### src/rtl/alu_issue_stage.sv
// Execute-stage wrapper: EX operand register feeding an external ALU, WB result register to writeback.
// Optional operand bypass at EX capture is enabled by defining ALU_ISSUE_FWD_EN.
module alu_issue_stage #(
  parameter int XLEN   = 32,
  parameter int RIDX_W = 5
) (
  input  logic              clk,
  input  logic              reset,
  input  logic              in_valid,
  output logic              in_ready,
  input  logic [3:0]        in_op,
  input  logic              in_lhs_sel,
  input  logic              in_rhs_sel,
  input  logic [RIDX_W-1:0] in_rs1,
  input  logic [RIDX_W-1:0] in_rs2,
  input  logic [XLEN-1:0]   in_rs1_val,
  input  logic [XLEN-1:0]   in_rs2_val,
  input  logic [XLEN-1:0]   in_pc,
  input  logic [XLEN-1:0]   in_imm,
  input  logic [RIDX_W-1:0] in_rd,
  input  logic              in_wen,
  output logic [3:0]        alu_op,
  output logic [XLEN-1:0]   alu_lhs,
  output logic [XLEN-1:0]   alu_rhs,
  input  logic [XLEN-1:0]   alu_res,
  output logic              wb_valid,
  input  logic              wb_ready,
  output logic [RIDX_W-1:0] wb_rd,
  output logic              wb_wen,
  output logic [XLEN-1:0]   wb_data
);

  logic              ex_valid;
  logic [3:0]        ex_op;
  logic [XLEN-1:0]   ex_lhs;
  logic [XLEN-1:0]   ex_rhs;
  logic [RIDX_W-1:0] ex_rd;
  logic              ex_wen;

  logic              wb_free;
  logic              ex_adv;
  logic              hazard;
  logic [XLEN-1:0]   lhs_next;
  logic [XLEN-1:0]   rhs_next;

  assign wb_free = !wb_valid || wb_ready;
  assign ex_adv  = ex_valid && wb_free;

`ifdef ALU_ISSUE_FWD_EN
  // A stalled EX producer already blocks intake; the explicit term keeps the hold rule local to forwarding.
  assign hazard = ex_valid && !ex_adv && ex_wen &&
                  ((!in_lhs_sel && in_rs1 != '0 && ex_rd == in_rs1) ||
                   (!in_rhs_sel && in_rs2 != '0 && ex_rd == in_rs2));
`else
  logic unused_idx;
  assign unused_idx = ^{in_rs1, in_rs2};
  assign hazard     = 1'b0;
`endif

  assign in_ready = (!ex_valid || wb_free) && !hazard;

  always_comb begin
    lhs_next = in_lhs_sel ? in_pc  : in_rs1_val;
    rhs_next = in_rhs_sel ? in_imm : in_rs2_val;
`ifdef ALU_ISSUE_FWD_EN
    if (!in_lhs_sel && in_rs1 != '0) begin
      if (ex_adv && ex_wen && ex_rd == in_rs1)
        lhs_next = alu_res;
      else if (wb_valid && wb_wen && wb_rd == in_rs1)
        lhs_next = wb_data;
    end
    if (!in_rhs_sel && in_rs2 != '0) begin
      if (ex_adv && ex_wen && ex_rd == in_rs2)
        rhs_next = alu_res;
      else if (wb_valid && wb_wen && wb_rd == in_rs2)
        rhs_next = wb_data;
    end
`endif
  end

  always_ff @(posedge clk) begin
    if (reset) begin
      ex_valid <= 1'b0;
      ex_op    <= '0;
      ex_lhs   <= '0;
      ex_rhs   <= '0;
      ex_rd    <= '0;
      ex_wen   <= 1'b0;
      wb_valid <= 1'b0;
      wb_rd    <= '0;
      wb_wen   <= 1'b0;
      wb_data  <= '0;
    end else begin
      if (wb_free) begin
        wb_valid <= ex_valid;
        if (ex_valid) begin
          wb_data <= alu_res;
          wb_rd   <= ex_rd;
          wb_wen  <= ex_wen && (ex_rd != '0);
        end
      end
      if (in_ready) begin
        ex_valid <= in_valid;
        if (in_valid) begin
          ex_op  <= in_op;
          ex_lhs <= lhs_next;
          ex_rhs <= rhs_next;
          ex_rd  <= in_rd;
          ex_wen <= in_wen;
        end
      end
    end
  end

  assign alu_op  = ex_op;
  assign alu_lhs = ex_lhs;
  assign alu_rhs = ex_rhs;

endmodule

### config.mk
export PLATFORM = sky130hd
export DESIGN_NAME = alu_issue_stage
export DESIGN_NICKNAME = d
export VERILOG_FILES = /design/src/rtl/alu_issue_stage.sv
export SDC_FILE = /design/constraint.sdc
export NUM_CORES = 1
export LEC_CHECK = 0
export CAP_MARGIN = 0
export CORE_UTILIZATION = 32
export DETAILED_ROUTE_END_ITERATION = 12
export GPL_ROUTABILITY_DRIVEN = 0
export PLACE_DENSITY_LB_ADDON = 0.2
export SLEW_MARGIN = 15
export SYNTH_ARGS = -nofsm -noshare
export SYNTH_HDL_FRONTEND = slang
export SYNTH_SLANG_ARGS = --single-unit
### constraint.sdc
create_clock -name clk -period 1.7 [get_ports clk]
set_clock_uncertainty 0.1 [all_clocks]
set_input_delay 0.17 -clock clk [delete_from_list [all_inputs] [get_ports clk]]
set_output_delay 0.17 -clock clk [all_outputs]
set_load 0.01 [all_outputs]
==> flow_metrics.env <==
export IMPL_rows=46
export IMPL_p_sw_share_pct=24.0
export IMPL_period_share_pct=95.2
export IMPL_critPathKind="flop to output port"
export IMPL_design_area_um2=8810
export IMPL_first_iter_violations=200
export IMPL_ant_nets=0
export IMPL_drive_gt1_share_pct=14.1
export IMPL_clkPwrFrac_pct=42.1
export IMPL_post_drt_wl_per_cell_um=16.7
export IMPL_outcome="complete, no violations"
export IMPL_grt_max_degree=60
export IMPL_postSynthAreaPerCell_um2=10.0
export IMPL_vias=4973
export IMPL_cts_repair_resized=1
export IMPL_fin_total_pwr_mw=7.76
export IMPL_fp_dieH_um=130
export IMPL_whs_ns=0.102
export IMPL_synthesis_nets=705
export IMPL_clockBufferDepth=2
export IMPL_grt_pass1_vias=4881
export IMPL_ys_types=23
export IMPL_clk_pin_slew_ns=0.05
export IMPL_required_ns=1.43
export IMPL_routed_via_density=4.91
export IMPL_synth_area_um2=5210
export IMPL_end_kind="output port"
export IMPL_fmaxAchievable_mhz=618
export IMPL_finish_utilization_pct=55.5
export IMPL_slowest_delay_ns=0.57
export IMPL_hold_path_class="input pin to flop"
export IMPL_place_area_um2=8270
export IMPL_drc_errors=0
export IMPL_grt_pass1_wl_um=25300
export IMPL_yosysWarnings=0
export IMPL_min_period_ns=1.62
export IMPL_synth_seq_cells=114
export IMPL_syn_to_final_growth_pct=69.2
export IMPL_rsz0062_at_grt="no"
export IMPL_cts_setup_buffers=0
export IMPL_crit_slowest_cell="clkdlybuf4s50_1"
export IMPL_seq_power_share_pct=38.0
export IMPL_io_pin_count=294
export IMPL_cp_num_buf_inv=1
export IMPL_seq_area_frac_synth_pct=43.8
export IMPL_cts_hold_buf=0
export IMPL_io_buffers=283
export IMPL_drt_total_wl_um=16900
export IMPL_cts_root_buffer="clkbuf_16"
export IMPL_fp_coreArea_um2=15900
export IMPL_antenna_cells=0
export IMPL_htree_levels=4
export IMPL_power_density_nw_per_um2=881
export IMPL_switchingPower_mw=1.86
export IMPL_cp_top_family="buffers and inverters"
export IMPL_drv_cap=0
export IMPL_start_util_pct=32.8
export IMPL_cts_tree="done"
export IMPL_drv_slew=0
export IMPL_overflow=0
export IMPL_cts_buffers=17
export IMPL_hold_viol_final=0
export IMPL_dp_hpwl_um=12400
export IMPL_antenna_found_initial=0
export IMPL_nets=972
export IMPL_fp_dieW_um=130
export IMPL_slew_headroom_pct=63.0
export IMPL_die_area_um2=16800
export IMPL_intPower_mw=5.90
export IMPL_combPwrFrac_pct=19.9
export IMPL_firstDrtPassIters=4
export IMPL_setup_violations=0
export IMPL_p_leak_nw=3.30
export IMPL_tightestPinTransition_ns=0.555
export IMPL_grtUsageTotal_pct=19.5
export IMPL_synth_cells=519
export IMPL_insertion_delay_ns=0.40
export IMPL_timing_critical_path_arrival_ns=1.35
export IMPL_peakVddDrop_mv=0.583
export IMPL_clock_sinks=114
export IMPL_path_cells="clkdlybuf4s50_1"
export IMPL_critPathLaunchType="flop"
export IMPL_cp_max_fo=4
## path summary, 6_finish.rpt
kind	cells past startpoint	start	slack [ns]	endpoint
max	1	wb_valid$_SDFFE_PP0P_	0.08	wb_valid
max reg2reg	5	ex_valid$_SDFFE_PP0P_	0.30	wb_data[13]$_SDFFE_PP0P_
min reg2reg	2	wb_data[28]$_SDFFE_PP0P_	0.38	wb_data[28]$_SDFFE_PP0P_
min	3	in_valid	0.10	ex_valid$_SDFFE_PP0P_
## metrics by stage
step | TNS, ns | std cells | setup WS [ns]
after floorplan | 0 | 519 | 0.375
after global placement | -0.336 | 983 | -0.0150
after detailed placement | -1.23 | 983 | -0.0509
after CTS | 0 | 1013 | 0.0474
after global routing | 0 | 1013 | 0.000244
final | 0 | 1013 | 0.0823
## Yosys cell counts, drive strengths merged
master  number  area share [%]
dfxtp      114              44
a21oi      104              10
mux2i       74              14
a211oi      64              14
buf         42             5.5
o21ai       38             3.7
nand3       37             3.6
nand2b      21             2.5
clkbuf      17             1.2
inv          2            0.14
and2b        1            0.19
nand3b       1            0.14
nor2         1           0.072
nor2b        1            0.12
o41ai        1            0.17
or4          1            0.14
## layout by cell type (no fill, tap or decap), types with 3 or more instances in the layout
cell type / n
buf_12: 11
buf_2: 3
clkinv_2: 5
clkbuf_8: 4
a211oi_2: 54
mux2i_1: 74
clkbuf_16: 17
clkdlybuf4s50_1: 278
o21ai_0: 38
nand2b_1: 21
buf_4: 14
a21oi_1: 103
dfxtp_1: 114
a211oi_1: 10
clkbuf_1: 3
nand3_1: 37
## cell type report
cell class                 count  area [um^2]
clock inverter                 6         55.1
multi-input combinational    344         2570
fill                        1425         7070
timing repair buffer         307         3130
clock buffer                  24          492
sequential                   114         2280
inverter                       2         7.51
tap                          216          270
## sequential cells by signal, summed over array words and instances (netlist names)
name	cells
wb_data	32
ex_rd	5
alu_lhs	32
wb_valid	1
alu_rhs	32
wb_rd	5
alu_op	4
wb_wen	1
ex_wen	1
ex_valid	1
## power groups by stage
| stage | clock, mW | combinational [mW] | sequential [mW] |
|---|---|---|---|
| floorplan | 0 | 0.575 | 3.07 |
| global placement | 0 | 1.53 | 2.99 |
| detailed placement | 0 | 1.56 | 3.00 |
| CTS | 3.34 | 1.57 | 2.95 |
| global route | 3.46 | 1.66 | 2.96 |
| finish | 3.27 | 1.55 | 2.95 |
## per-layer routing
metal / wire (um) / track usage [%] / vias up / share of wire (%)
met5: 0 / 0 / - / 0
met4: 255 / 6.70 / 0 / 1.5
met3: 1450 / 6.44 / 20 / 8.6
met2: 8470 / 34.7 / 183 / 50
met1: 6720 / 21.6 / 2328 / 40
li1: - / - / 2442 / -
## logic make-up (layout without fill, tap and decap cells)
group                  Yosys count  count (layout)  synth area share [%]
multiplexers                    74              74                  14.2
AO/OA/AOI/OAI                  207             207                  28.3
AND/OR/NAND/NOR                 63              63                  6.75
flip-flops                     114             114                  43.8
buffers and inverters           61             339                  6.90
(Power assumes the default switching activity.)
